<file path="src/rtl/display_pkg.sv">
// Shared display bus definitions: digit geometry, digit code type and the
// frame loader's FSM state encoding.
package display_pkg;

  localparam int NUM_DIGITS = 6;
  localparam int DIGIT_W    = 5;

  typedef logic [DIGIT_W-1:0] digit_t;

  typedef enum logic [2:0] {
    ST_IDLE,
    ST_SETUP,
    ST_HIGH,
    ST_HOLD,
    ST_DONE
  } state_t;

  function automatic int max3(input int a, input int b, input int c);
    int m;
    m = (a > b) ? a : b;
    return (m > c) ? m : c;
  endfunction

endpackage

</file>
<file path="src/rtl/digit_frame_loader.sv">
// Serialises a six-digit frame onto the digit/latch pair of the display
// scanner, highest position first, one digit per latch pulse.
module digit_frame_loader #(
  parameter int NUM_DIGITS = display_pkg::NUM_DIGITS,
  parameter int DIGIT_W    = display_pkg::DIGIT_W,
  parameter int SETUP_CYC  = 2,
  parameter int PULSE_CYC  = 2,
  parameter int HOLD_CYC   = 2
) (
  input  logic                          clk,
  input  logic                          rst_n,
  input  logic                          load_valid,
  output logic                          load_ready,
  input  logic [NUM_DIGITS*DIGIT_W-1:0] load_digits,
  output logic [DIGIT_W-1:0]            digit,
  output logic                          latch,
  output logic                          busy,
  output logic                          frame_done
);
  import display_pkg::*;

  localparam int TW = $clog2(max3(SETUP_CYC, PULSE_CYC, HOLD_CYC) + 1);
  localparam int IW = (NUM_DIGITS > 1) ? $clog2(NUM_DIGITS) : 1;

  localparam logic [TW-1:0] SETUP_RLD = TW'(SETUP_CYC - 1);
  localparam logic [TW-1:0] PULSE_RLD = TW'(PULSE_CYC - 1);
  localparam logic [TW-1:0] HOLD_RLD  = TW'(HOLD_CYC - 1);
  localparam logic [IW-1:0] IDX_TOP   = IW'(NUM_DIGITS - 1);

  state_t                               state_q, state_d;
  logic [TW-1:0]                        tmr_q, tmr_d;
  logic [IW-1:0]                        idx_q, idx_d;
  logic [NUM_DIGITS-1:0][DIGIT_W-1:0]   frame_q, frame_d;
  logic [DIGIT_W-1:0]                   digit_d;
  logic                                 tmr_zero;

  assign load_ready = (state_q == ST_IDLE);
  assign tmr_zero   = (tmr_q == '0);

  // Timer is reloaded with (cycles-1) on every state entry; a state exits
  // on the cycle its timer reads zero.
  always_comb begin
    state_d = state_q;
    tmr_d   = tmr_zero ? tmr_q : tmr_q - 1'b1;
    idx_d   = idx_q;
    frame_d = frame_q;
    digit_d = digit;
    case (state_q)
      ST_IDLE: begin
        tmr_d = '0;
        if (load_valid) begin
          frame_d = load_digits;
          idx_d   = IDX_TOP;
          digit_d = load_digits[NUM_DIGITS*DIGIT_W-1 -: DIGIT_W];
          state_d = ST_SETUP;
          tmr_d   = SETUP_RLD;
        end
      end
      ST_SETUP: if (tmr_zero) begin
        state_d = ST_HIGH;
        tmr_d   = PULSE_RLD;
      end
      ST_HIGH: if (tmr_zero) begin
        state_d = ST_HOLD;
        tmr_d   = HOLD_RLD;
      end
      ST_HOLD: if (tmr_zero) begin
        if (idx_q != '0) begin
          idx_d   = idx_q - 1'b1;
          digit_d = frame_q[idx_q - 1'b1];
          state_d = ST_SETUP;
          tmr_d   = SETUP_RLD;
        end else begin
          state_d = ST_DONE;
          tmr_d   = '0;
        end
      end
      ST_DONE: begin
        state_d = ST_IDLE;
        tmr_d   = '0;
      end
      default: begin
        state_d = ST_IDLE;
        tmr_d   = '0;
      end
    endcase
  end

  always_ff @(posedge clk or negedge rst_n) begin
    if (!rst_n) begin
      state_q <= ST_IDLE;
      tmr_q   <= '0;
      idx_q   <= '0;
      frame_q <= '0;
    end else begin
      state_q <= state_d;
      tmr_q   <= tmr_d;
      idx_q   <= idx_d;
      frame_q <= frame_d;
    end
  end

  // Outputs are registered from the next state so they line up with it.
  always_ff @(posedge clk or negedge rst_n) begin
    if (!rst_n) begin
      digit      <= '0;
      latch      <= 1'b0;
      busy       <= 1'b0;
      frame_done <= 1'b0;
    end else begin
      digit      <= digit_d;
      latch      <= (state_d == ST_HIGH);
      busy       <= (state_d != ST_IDLE);
      frame_done <= (state_d == ST_DONE);
    end
  end

endmodule

</file>
<file path="config.mk">
export PLATFORM = sky130hd
export DESIGN_NAME = digit_frame_loader
export DESIGN_NICKNAME = d
export VERILOG_FILES = /design/src/rtl/display_pkg.sv /design/src/rtl/digit_frame_loader.sv
export SDC_FILE = /design/constraint.sdc
export NUM_CORES = 1
export LEC_CHECK = 0
export ABC_AREA = 1
export CAP_MARGIN = 30
export CORE_ASPECT_RATIO = 1.1
export CORE_MARGIN = 5
export CORE_UTILIZATION = 52
export DETAILED_ROUTE_END_ITERATION = 10
export PLACE_DENSITY = 0.77
export SLEW_MARGIN = 0
export SYNTH_ARGS = -nofsm -noshare
export SYNTH_HDL_FRONTEND = slang
export SYNTH_SLANG_ARGS = --single-unit
</file>
<file path="constraint.sdc">
create_clock -name clk -period 2.3 [get_ports clk]
set_clock_uncertainty 0.15 [all_clocks]
set_input_delay 0.575 -clock clk [delete_from_list [all_inputs] [get_ports clk]]
set_output_delay 0.575 -clock clk [all_outputs]
set_load 0.01 [all_outputs]
</file>
[Yosys cells after proc, flatten, opt, wreduce, memory -nomap -nowiden]
Cells that the tools add are included.
Cells by class
  magnitude comparators: 1
  multiply operators: 0
  eq/ne operators: 8
  mux-type cells: 21
  bitwise logic cells: 0
  add/subtract/negate cells: 2
  div/mod/pow operators: 0
  shift operators: 0
  reductions and logical operators: 8
Operator list (count)
  2-to-1 mux 3 bit: 8
  2-to-1 mux 5 bit: 4
  binary-select mux 5 bit (select 3 bit): 1
  one-hot mux 3 bit (4 select lines): 1
  one-hot mux 5 bit (2 select lines): 1
  equality test 3 x 2 -> 1 bit (second input constant): 3
  != test 2 bit (second input constant): 3
  one-hot mux 2 bit (3 select lines): 1
  one-hot mux 3 bit (2 select lines): 1
  nonzero test 3 bit: 2
  less-than comparator 3 x 4 -> 1 bit (second input constant): 1
  2-to-1 mux 2 bit: 2
  AND reduction 4 bit: 1
  equality test 3 x 1 -> 1 bit (second input constant): 1
  equality test 3 bit (second input constant): 1
  zero test 3 bit: 1
  subtractor 3 x 1 -> 3 bit (second input constant): 1
  zero test 2 bit: 1
  2-to-1 mux 1 bit: 2
  AND reduction 2 bit: 1
  nonzero test 2 bit: 1
  OR reduction 2 bit: 1
  subtractor 2 x 1 -> 2 bit (second input constant): 1
Storage, ports and cells
  ROM bits: 0
  bits in writable memories: 0
  output and inout bits: 9
  bits in latches: 0
  logic and storage cells: 53
  bits in registers: 46
  bits of input ports: 33
  memories: 0

[Depth between registers and ports, before layout]
Gate-level depths: netlist of the first run.
  word-level depth: 6
  gate-level depth with buffers: 13
  gate-level depth less buffers: 11

[Worst setup path before layout of the first run]
No wires, ideal clock.
  path kind: reg2reg
  from: reg idx_q[0]
  to: reg digit[0]
  setup time: 65 ps
  stages on the path, launching flop included: 12
  data required time: 2085 ps
  arrival: 1660 ps
  clock period less this slack: 1874 ps
  path buffers: 3
  slack: 426 ps
  path through: dfrtp_1 > buf_2 > inv_1 > buf_4 > ha_1 > clkbuf_2 > inv_1 > nor2_1 > nand2_1 > nand3_1 > nand2_1 > nand2_1
Between the ends
  cells in the longest elaborated chain, start to end: 6
  elaborated cells on any way between the ends: 9
  those cells by class: add/sub: 1; eq/ne: 1; mux: 5; reduce/logical: 2
Ends and longest elaborated chain
  start, declared: line digit_frame_loader.sv:32  | logic [IW-1:0] idx_q, idx_d;
  start signal, assigned: line digit_frame_loader.sv:98  | idx_q <= idx_d;
  subtractor 3 x 1 -> 3 bit: line digit_frame_loader.sv:70  | digit_d = frame_q[idx_q - 1'b1];
  binary-select mux 5 bit (select 3 bit): line digit_frame_loader.sv:70
  2-to-1 mux 5 bit (implied by the code): line digit_frame_loader.sv:70
  2-to-1 mux 5 bit: line digit_frame_loader.sv:68  | if (idx_q != '0) begin
  2-to-1 mux 5 bit: line digit_frame_loader.sv:67  | ST_HOLD: if (tmr_zero) begin
  one-hot mux 5 bit (2 select lines): line digit_frame_loader.sv:48  | case (state_q)
  end signal, assigned: line digit_frame_loader.sv:111  | digit <= digit_d;
  end, declared: line digit_frame_loader.sv:15  | output logic [DIGIT_W-1:0] digit,
Parallel ways exist; a longest one is shown, timed or not. The select of a mux whose other input is x is not followed.
A chain may end at the register's enable or synchronous reset.

[Worst setup path after layout of the first run]
  from: reg state_q[1]
  to: out load_ready
Between the ends
  cells in the longest elaborated chain, start to end: 1
Ends and longest elaborated chain
  start, declared: line digit_frame_loader.sv:30  | state_t state_q, state_d;
  start signal, assigned: line digit_frame_loader.sv:96  | state_q <= state_d;
  zero test 3 bit: line digit_frame_loader.sv:37  | assign load_ready = (state_q == ST_IDLE);
  end, declared: line digit_frame_loader.sv:13  | output logic load_ready,
No other way between the ends.

==> metrics.md, run 1 <==
| Metric | Value |
|---|---|
| Die Wd | `74.30 um` |
| Die area | `about 6000 um^2` |
| Clock tree sinks | `46` |
| Final setup viols | `0` |
| Sw Ratio | `0.2210` |
| Critical Path End Type | `output port` |
| Synth Instances | `around 300` |
| Worst setup path class | `register to output port` |
| Nets | `380` |
| CTS tree | `built` |
| Syn Std Cell Area | `about 2400 um^2` |
| CP Max Fanout | `5` |
| Worst Hold Class | `input pin to async pin` |
| Most frequent cells in the layout | `134 x nand2_1, 45 x dfrtp_1, 39 x clkdlybuf4s50_1` |
| Clock share of power | `0.379` |
| Layout cell share with drive strength beyond 1 | `0.1098` |
| Mean Syn Cell Area | `around 7.9 um^2` |
| Synthesized Nets | `approximately 340` |
| Final hold violations | `0` |
| Power Dens Cells | `about 530 nW/um^2` |
| DRC viols | `0` |
| Hold_buf cts | `0` |
| Port bufs | `just over 40` |
| Worst vdd ir | `about 0.33 mV` |
| Antenna Cells | `0` |
| Max-cap viol count | `0` |
| Int Power | `1.214 mW` |
| Pleak | `roughly 1.5 nW` |
| Sequential Power Share | `0.522` |
| Combinational share of power | `0.099` |
| Clk Latency, worst-skew pair | `0.30 ns` |
| Placed cell area | `between 2000 and 3000 um^2` |
| Inserted Clock Buffers | `5` |
| Worst Setup Slack, final | `approximately 0.22 ns` |
| DRT Pass-1 Iters | `4` |
| Final Power | `1.558 mW` |
| Final period util | `0.9049` |
| I/O Pins | `42` |
| Synth cell types | `26` |
| RSZ-0062 raised after global routing | `no` |
| Initial antenna violation count | `0` |
| Tightest Pin Transition | `around 0.5 ns` |
| Global Route Usage Sum | `0.1866` |
| Effective utilization at floorplan | `0.5439` |
| Vias in the first global route | `2007` |
| Max stage delay on crit path | `0.48 ns` |
| WP data arrival | `1.36 ns` |
| H-tree levels | `2` |
| CP Cell Sequence | `nor3_4 -> dlygate4sd2_1` |
| Switching pwr | `344.4 uW` |
| DR iter-0 viols | `between 90 and 100` |
| Area grow syn2layout | `24.13%` |
| Via/cell ratio | `around 4.9` |
| Most common cell after layout, fill and taps aside | `nand2_1` |
| Remaining antenna violation count | `0` |
| Dpl ws | `0.2479 ns` |
| Average wire per standard cell | `roughly 13 um` |
| Fin crit period | `2.081 ns` |
| CP required | `about 1.6 ns` |
| Synth Register Bits | `46` |
| Non-filler cells, final | `400` |
| Root Buffer | `clkbuf_8` |
| Yosys warnings | `0` |
| Clk slew on worst S/H paths | `~0.09 ns` |
| Slew Viols, Final | `0` |
| Clock Tree Buf Depth | `2` |
| Max Freq | `480.4 MHz` |
| FP Rows | `25` |
| Gpl congestion | `around 0.82` |
| Startpoint types | `register` |
| Final instance area | `between 2000 and 3000 um^2` |
| Setup_tns | `0 ns` |
| WL final | `roughly 5100 um` |
| Core Region | `roughly 4300 um^2` |
| Die H | `approximately 80 um` |
| Largest net degree at the start of global routing | `27` |
| Fill cells | `roughly 380` |
| Outcome | `completed` |
| Cell count after placement | `~400` |
| Total gr overflow | `0` |
| Crit-path slowest cell | `dfrtp_1` |
| Post-synthesis sequential area ratio | `0.4868` |
| Post-detailed-placement half-perimeter wirelength | `3844 um` |
| First-pass GRT wire length | `roughly 8600 um` |
| Slew margin rel. | `0.6677` |
| Vias | `around 2.0k` |
## Yosys cell counts, drive strengths merged
cell / n / area share
clkbuf: 3 / 0.0058
nor2: 12 / 0.022
buf: 7 / 0.034
and2: 1 / 0.0026
nand2: 138 / 0.23
inv: 40 / 0.065
nand3: 20 / 0.053
nor3: 1 / 0.0069
o22ai: 2 / 0.0053
o21ai: 26 / 0.074
dfrtp: 46 / 0.49
ha: 2 / 0.011
nand4: 1 / 0.0026
a21oi: 2 / 0.0042
## path summary, 6_finish.rpt
kind | start | end | slack (ns) | cells after the start
worst max register to register | idx_q[0] | digit[0] | 0.27 | 8
max in group asynchronous | rst_n | state_q[0] | 1.40 | 2
worst min register to register | digit[3] | digit[3] | 0.33 | 2
worst max-delay path | state_q[1] | load_ready | 0.22 | 2
worst min-delay path | rst_n | frame_q[10] | 0.07 | 1
min in group clk | digit[3] | digit[3] | 0.33 | 2
## state kept, by name, summed over array words and instances (netlist names)
signal and cells:
busy 1, digit 5, frame_done 1, frame_q 30, idx_q 3, latch 1
state_q 3, tmr_q 2
## critical path: cells and delay by family, from the launching register on
family | cells | cell delay, ns
buffers and inverters | 1 | 0.31
flip-flops | 1 | 0.48
AND/OR/NAND/NOR | 1 | 0.28
## kinds of logic (layout without fill, tap and decap cells)
kind of cell               count (synthesis)  in the layout  share of synthesized area
AOI/OAI and AO/OA                         30             30                    0.08359
adders and majority gates                  2              2                    0.01058
buffers and inverters                     50             95                     0.1042
DFF                                       46             46                     0.4868
and+or+nand+nor                          173            173                     0.3148
## stage by stage
| step | hold slack, ns | utilization |
|---|---|---|
| after CTS | 0.09072 | 0.6751 |
| after global routing | 0.1142 | 0.6751 |
| final | 0.07176 | 0.6751 |
| after global placement | 0.3124 | 0.6501 |
| after detailed placement | 0.3156 | 0.6501 |
| after floorplan | 0.1294 | - |
## what timing repair did
| item | in CTS | in global routing |
|---|---|---|
| gates resized for setup | 2 | 0 |
| buffers inserted | 0 | 0 |
| endpoints found under the setup margin | 1 | 0 |
| endpoints found under the hold margin | 0 | 0 |
## routing by layer
| layer | global-route usage | up-vias | part of all wire | wire length, um |
|---|---|---|---|---|
| li1 | - | 1008 | - | - |
| met1 | 0.2166 | 917 | 0.43 | 2166 |
| met2 | 0.3413 | 39 | 0.52 | 2642 |
| met3 | 0.03504 | 7 | 0.043 | 217 |
| met4 | 0.06050 | 0 | 0.013 | 66 |
| met5 | 0 | - | 0 | 0 |
## cell type report
type	count	area, um^2	area share
flip-flops and latches	46	1152	0.3926
clock buffers	5	68.82	0.02344
repair buffers	47	486.7	0.1658
multi-input cells	205	967.2	0.3295
clock inverters	3	40.04	0.01364
inverters	40	152.6	0.05200
well taps	54	67.56	0.02302
## power groups by stage
| stage | registers, mW | logic, mW | clock network (mW) |
|---|---|---|---|
| floorplan | 0.829 | 0.0704 | 0 |
| global placement | 0.829 | 0.153 | 0 |
| detailed placement | 0.829 | 0.157 | 0 |
| CTS | 0.813 | 0.158 | 0.606 |
| global route | 0.813 | 0.172 | 0.628 |
| finish | 0.813 | 0.155 | 0.590 |
Power figures use the tool's default switching activity.
==> inputs of run 2 (changes only) <==
--- a/config.mk
+++ b/config.mk
@@ -8,7 +8,7 @@
 export ABC_AREA = 1
 export CAP_MARGIN = 30
 export CORE_ASPECT_RATIO = 1.1
-export CORE_MARGIN = 5
+export CORE_MARGIN = 2
 export CORE_UTILIZATION = 52
 export DETAILED_ROUTE_END_ITERATION = 10
 export PLACE_DENSITY = 0.77
==> run 2 against run 1 <==
Clock power decreased by 20%. Sequential share of layout area increased by 0.48 points. Power decreased by 7.8%. Via count decreased by 0.91%. Fmax increased by 2.6%. Die area decreased by 15%. Design area decreased by 1.1%. Hold slack improved by 0.0043 ns. Register-to-register slack improved by 0.15 ns. Non-clock buffer count increased by 1. Largest cell class unchanged. Largest power group unchanged.
==> metrics.md, run 2 (synthesis results as in run 1) <==
| Metric | Value |
|---|---|
| Outcome | `completed (unchanged)` |
| RSZ-0062 raised after global routing | `no (unchanged)` |
| Final setup viols | `0 (unchanged)` |
| Fill cells | `371 (was 383)` |
| Gpl congestion | `0.8437 (was 0.8215)` |
| WP data arrival | `1.30 ns (was 1.36 ns)` |
| Critical Path End Type | `output port (unchanged)` |
| CTS tree | `built (unchanged)` |
| Sequential Power Share | `0.566 (was 0.522)` |
| Clock Tree Buf Depth | `2 (unchanged)` |
| CP required | `1.57 ns (about the same)` |
| Startpoint types | `register (unchanged)` |
| Max Freq | `492.8 MHz (was 480.4 MHz)` |
| Max-cap viol count | `0 (unchanged)` |
| Effective utilization at floorplan | `0.5439 (unchanged)` |
| Clock tree sinks | `46 (unchanged)` |
| Pleak | `1.514 nW (was 1.537 nW)` |
| Initial antenna violation count | `0 (unchanged)` |
| Die Wd | `68.30 um (was 74.30 um)` |
| Layout cell share with drive strength beyond 1 | `0.1098 (unchanged)` |
| Inserted Clock Buffers | `5 (unchanged)` |
| Core Region | `4348 um^2 (unchanged)` |
| Root Buffer | `clkbuf_8 (unchanged)` |
| Worst Hold Class | `input pin to async pin (unchanged)` |
| Hold_buf cts | `0 (unchanged)` |
| H-tree levels | `2 (unchanged)` |
| Post-detailed-placement half-perimeter wirelength | `3515 um (was 3844 um)` |
| Reg with most FFs | `frame_q (unchanged)` |
| Remaining antenna violation count | `0 (unchanged)` |
| Slew Viols, Final | `0 (unchanged)` |
| Global Route Usage Sum | `0.2043 (was 0.1866)` |
| Int Power | `1.100 mW (was 1.214 mW)` |
| Tightest Pin Transition | `0.5021 ns (was 0.4985 ns)` |
| Die H | `74.73 um (was 80.73 um)` |
| Largest net degree at the start of global routing | `27 (unchanged)` |
| Setup_tns | `0 ns (unchanged)` |
| Clk Latency, worst-skew pair | `0.30 ns (about the same)` |
| First-pass GRT wire length | `7817 um (was 8631 um)` |
| Antenna Cells | `0 (unchanged)` |
| Average wire per standard cell | `12.13 um (was 12.73 um)` |
| WL final | `4852 um (was 5093 um)` |
| Via/cell ratio | `4.883 (was 4.928)` |
| Switching pwr | `335.9 uW (was 344.4 uW)` |
| Clock share of power | `0.329 (was 0.379)` |
| Combinational share of power | `0.105 (was 0.099)` |
| Nets | `381 (was 380)` |
| Area of the multi-input gates | `967.2 um^2 (unchanged)` |
| Port bufs | `41 (unchanged)` |
| DR iter-0 viols | `133 (was 93)` |
| Sequential cell area | `1154 um^2 (was 1152 um^2)` |
| DRT Pass-1 Iters | `4 (unchanged)` |
| Number of flip-flops in the largest register | `30 (unchanged)` |
| Area grow syn2layout | `22.75% (was 24.13%)` |
| Most common cell after layout, fill and taps aside | `nand2_1 (unchanged)` |
| Largest regs | `frame_q: 30 flops, digit: 5 flops (unchanged)` |
| Postcts setup bufs | `0 (unchanged)` |
| Final hold violations | `0 (unchanged)` |
| Final period util | `0.8823 (was 0.9049)` |
| Power Dens Cells | `494.7 nW/um^2 (was 530.8 nW/um^2)` |
| Worst setup path class | `register to output port (unchanged)` |
| I/O Pins | `42 (unchanged)` |
| CP Max Fanout | `5 (unchanged)` |
| Most frequent cells in the layout | `134 x nand2_1, 44 x dfrtp_1, 39 x clkdlybuf4s50_1 (was 134 x nand2_1, 45 x dfrtp_1, 39 x clkdlybuf4s50_1)` |
| Sw Ratio | `0.2339 (was 0.2210)` |
| Clk slew on worst S/H paths | `0.09 ns (about the same)` |
| Die area | `5103 um^2 (was 5997 um^2)` |
| Total gr overflow | `0 (unchanged)` |
| Final Power | `1.436 mW (was 1.558 mW)` |
| Vias in the first global route | `1757 (was 2007)` |
| Slew margin rel. | `0.6653 (was 0.6677)` |
| Worst vdd ir | `0.3068 mV (was 0.3309 mV)` |
| Fin crit period | `2.029 ns (was 2.081 ns)` |
| FP Rows | `25 (unchanged)` |
| DRC viols | `0 (unchanged)` |
| Vias | `1953 (was 1971)` |
==> run 2: changes by cell type in the layout (fill, tap and decap cells not counted), sizes merged <==
cell,delta
clkinvlp,+1
clkbuf,+1
clkinv,-2
bufinv,-1
buf,+1
==> run 2: path summary, 6_finish.rpt <==
check | start | end | slack, ns | cells past startpoint
max in group asynchronous | rst_n | state_q[1] | 1.39 | 2
setup reg to reg | idx_q[0] | digit[2] | 0.42 | 8
setup / recovery | state_q[1] | load_ready | 0.27 | 2
min in group clk | frame_q[22] | frame_q[22] | 0.33 | 2
hold reg to reg | frame_q[22] | frame_q[22] | 0.33 | 2
hold / removal | rst_n | frame_q[2] | 0.08 | 1
==> run 2: power by group through the flow <==
stage / Clock [mW] / Combinational [mW] / Sequential (mW)
after floorplan: 0 / 0.0704 / 0.829
after global placement: 0 / 0.150 / 0.829
final: 0.472 / 0.151 / 0.813
after detailed placement: 0 / 0.153 / 0.829
after CTS: 0.478 / 0.154 / 0.813
after global routing: 0.509 / 0.170 / 0.813
==> run 2: worst max-delay path, cell delays in order, from the launching register on <==
cell and delay, ns:
dfrtp_2 0.47, nor3_4 0.24, dlygate4sd2_1 0.29
==> run 2: area by class of cell <==
| type | count | share of cell area |
|---|---|---|
| flip-flops and latches | 46 | 0.3974 |
| clock buffers | 6 | 0.02500 |
| inverters | 40 | 0.05259 |
| multi-input cells | 205 | 0.3332 |
| repair buffers | 48 | 0.1659 |
| well taps | 54 | 0.02328 |
| clock inverters | 1 | 0.002586 |
==> run 2: metrics by stage <==
stage,cells,utilization,setup slack (ns),hold slack [ns],area (um^2)
2_1_floorplan,301,-,0.4255,0.1294,2365
3_3_place_gp,393,0.6489,0.2979,0.3116,2821
3_5_place_dp,393,0.6489,0.2753,0.3196,2821
4_1_cts,400,0.6676,0.2559,0.09754,2903
5_1_grt,400,0.6676,0.2073,0.1125,2903
6_report,400,0.6676,0.2706,0.07611,2903
==> run 2: repair_timing <==
item                                    CTS  global route
endpoints found under the setup margin    1             0
endpoints found under the hold margin     0             0
gates resized for setup                   3             0
==> run 2: routing by layer <==
layer,part of all wire,vias up,track usage
li1,-,1012,-
met1,0.45,892,0.2569
met2,0.50,43,0.3528
met3,0.043,6,0.04484
met4,0.011,0,0.06000
met5,0,-,0
==> inputs of run 3 (changes only) <==
--- a/config.mk
+++ b/config.mk
@@ -7,10 +7,11 @@
 export LEC_CHECK = 0
 export ABC_AREA = 1
 export CAP_MARGIN = 30
-export CORE_ASPECT_RATIO = 1.1
+export CORE_ASPECT_RATIO = 0.6
 export CORE_MARGIN = 2
 export CORE_UTILIZATION = 52
 export DETAILED_ROUTE_END_ITERATION = 10
+export HOLD_SLACK_MARGIN = 0.06
 export PLACE_DENSITY = 0.77
 export SLEW_MARGIN = 0
 export SYNTH_ARGS = -nofsm -noshare
==> run 3 against run 2 <==
Core utilization increased by 2.4 points. Via count increased by 2.1%. Register-to-register slack got worse by 0.15 ns. Largest power group unchanged.
==> metrics.md, run 3 (synthesis results as in run 1) <==
| Metric | Value |
|---|---|
| Clk slew on worst S/H paths | `0.09 ns (about the same)` |
| Average wire per standard cell | `12.33 um (was 12.13 um)` |
| Pleak | `1.527 nW (was 1.514 nW)` |
| Most common cell after layout, fill and taps aside | `nand2_1 (unchanged)` |
| Number of flip-flops in the largest register | `30 (unchanged)` |
| Crit-path leading delay family | `flip-flops (unchanged)` |
| Crit-path slowest cell | `dfrtp_2 (unchanged)` |
| Clock tree sinks | `46 (unchanged)` |
| Inserted Clock Buffers | `5 (unchanged)` |
| Port bufs | `41 (unchanged)` |
| RSZ-0062 raised after global routing | `no (unchanged)` |
| WL final | `5006 um (was 4852 um)` |
| Worst setup path class | `register to output port (unchanged)` |
| Slew Viols, Final | `0 (unchanged)` |
| Die area | `5121 um^2 (was 5103 um^2)` |
| Max-cap viol count | `0 (unchanged)` |
| Max stage delay on crit path | `0.48 ns (was 0.47 ns)` |
| Most frequent cells in the layout | `134 x nand2_1, 44 x dfrtp_1, 39 x clkdlybuf4s50_1 (unchanged)` |
| Startpoint types | `register (unchanged)` |
| Core Region | `4234 um^2 (was 4348 um^2)` |
| Setup_tns | `0 ns (unchanged)` |
| Cell count after placement | `398 (was 393)` |
| Switching pwr | `348.7 uW (was 335.9 uW)` |
| Final hold slack | `0.04995 ns (was 0.07611 ns)` |
| WP data arrival | `1.34 ns (was 1.30 ns)` |
| Sequential Power Share | `0.536 (was 0.566)` |
| Clock Tree Buf Depth | `2 (unchanged)` |
| Clock share of power | `0.363 (was 0.329)` |
| Combinational share of power | `0.100 (was 0.105)` |
| Max Freq | `483.1 MHz (was 492.8 MHz)` |
| Power Dens Cells | `517.7 nW/um^2 (was 494.7 nW/um^2)` |
| Area grow syn2layout | `23.81% (was 22.75%)` |
| First-pass GRT wire length | `8535 um (was 7817 um)` |
| Vias | `1994 (was 1953)` |
| Sw Ratio | `0.2301 (was 0.2339)` |
| Largest regs | `frame_q: 30 flops, digit: 5 flops (unchanged)` |
| DRT Pass-1 Iters | `4 (unchanged)` |
| Initial antenna violation count | `0 (unchanged)` |
| Die H | `56.24 um (was 74.73 um)` |
| Slew margin rel. | `0.7046 (was 0.6653)` |
| Postcts setup bufs | `0 (unchanged)` |
| Post-detailed-placement half-perimeter wirelength | `3741 um (was 3515 um)` |
| Outcome | `completed (unchanged)` |
| Via/cell ratio | `4.911 (was 4.883)` |
| Global Route Usage Sum | `0.2124 (was 0.2043)` |
| Vias in the first global route | `1839 (was 1757)` |
| Final core area utilization | `0.6915 (was 0.6676)` |
| CTS tree | `built (unchanged)` |
| Remaining antenna violation count | `0 (unchanged)` |
| Root Buffer | `clkbuf_8 (unchanged)` |
| Nets | `380 (was 381)` |
| Tightest Pin Transition | `0.4431 ns (was 0.5021 ns)` |
| Total gr overflow | `0 (unchanged)` |
| Layout cell share with drive strength beyond 1 | `0.1127 (was 0.1098)` |
| Int Power | `1.167 mW (was 1.100 mW)` |
| Reg with most FFs | `frame_q (unchanged)` |
| Gpl congestion | `0.8929 (was 0.8437)` |
| Critical Path End Type | `output port (unchanged)` |
| Final period util | `0.8999 (was 0.8823)` |
| DR iter-0 viols | `128 (was 133)` |
| Effective utilization at floorplan | `0.5585 (was 0.5439)` |
| Final Power | `1.516 mW (was 1.436 mW)` |
| FP Rows | `18 (was 25)` |
| CP bufs+invs | `1 (unchanged)` |
| Hold_buf cts | `0 (unchanged)` |
| Fin crit period | `2.070 ns (was 2.029 ns)` |
| Worst Hold Class | `input pin to async pin (unchanged)` |
| Largest net degree at the start of global routing | `29 (was 27)` |
| Worst vdd ir | `0.4073 mV (was 0.3068 mV)` |
| Final hold violations | `0 (unchanged)` |
| Die Wd | `91.06 um (was 68.30 um)` |
| CP required | `1.57 ns (about the same)` |
| Antenna Cells | `0 (unchanged)` |
| DRC viols | `0 (unchanged)` |
| Non-filler cells, final | `406 (was 400)` |
| H-tree levels | `2 (unchanged)` |
| Clk Latency, worst-skew pair | `0.31 ns (was 0.30 ns)` |
| CP Cell Sequence | `nor3_4 -> dlygate4sd2_1 (unchanged)` |
| I/O Pins | `42 (unchanged)` |
| Final setup viols | `0 (unchanged)` |
| CP Max Fanout | `5 (unchanged)` |
-- run 3: cell count changes in the layout (fill, tap and decap cells not counted), sizes merged --
| cell | before | now |
|---|---|---|
| clkinv | 0 | 1 |
| buf | 8 | 7 |
| clkinvlp | 1 | 0 |
| clkbuf | 6 | 7 |
-- run 3: routing by layer --
layer	share of wire	GRT usage	vias up
li1	-	-	1006
met1	0.51	0.3246	914
met2	0.42	0.2963	74
met3	0.073	0.05691	0
met4	0	0.05628	0
met5	0	0	-
-- run 3: area by class of cell --
class | count | area, um^2
clock buffers | 7 | 96.34
clock inverters | 1 | 8.758
fillers | 367 | 1306
inverters | 40 | 152.6
multi-input cells | 205 | 967.2
flip-flops and latches | 46 | 1154
well taps | 60 | 75.07
repair buffers | 47 | 474.2
-- run 3: per-stage QoR --
step                cell area, um^2  setup slack [ns]
floorplan                      2365            0.4255
detailed placement             2821            0.2418
global route                   2928            0.1227
finish                         2928            0.2302
global placement               2821            0.3048
CTS                            2928            0.2178
-- run 3: worst register-to-register path, delay by kind of cell, from the launching register on --
family / cells / cell delay [ns]
and+or+nand+nor: 5 / 0.60
adders and majority gates: 1 / 0.50
DFF: 1 / 0.37
buffers and inverters: 2 / 0.34
-- run 3: final timing paths --
path,start,to,slack [ns],depth (start not counted)
min,rst_n,digit[1],0.05,1
min in group clk,frame_q[25],frame_q[25],0.34,2
max reg2reg,idx_q[0],digit[2],0.27,8
max in group asynchronous,rst_n,frame_q[5],1.44,2
min reg2reg,frame_q[25],frame_q[25],0.34,2
max,state_q[1],load_ready,0.23,2
-- run 3: repair_timing --
item / 4_1_cts / 5_1_grt
setup endpoints to repair: 1 / 0
gates resized for setup: 3 / 0
endpoints found under the hold margin: 0 / 0
-- run 3: power by group through the flow --
stage / logic [mW] / clock network (mW) / registers (mW)
global placement: 0.150 / 0 / 0.829
floorplan: 0.0704 / 0 / 0.829
global route: 0.170 / 0.595 / 0.813
CTS: 0.155 / 0.559 / 0.813
finish: 0.152 / 0.551 / 0.813
detailed placement: 0.154 / 0 / 0.829
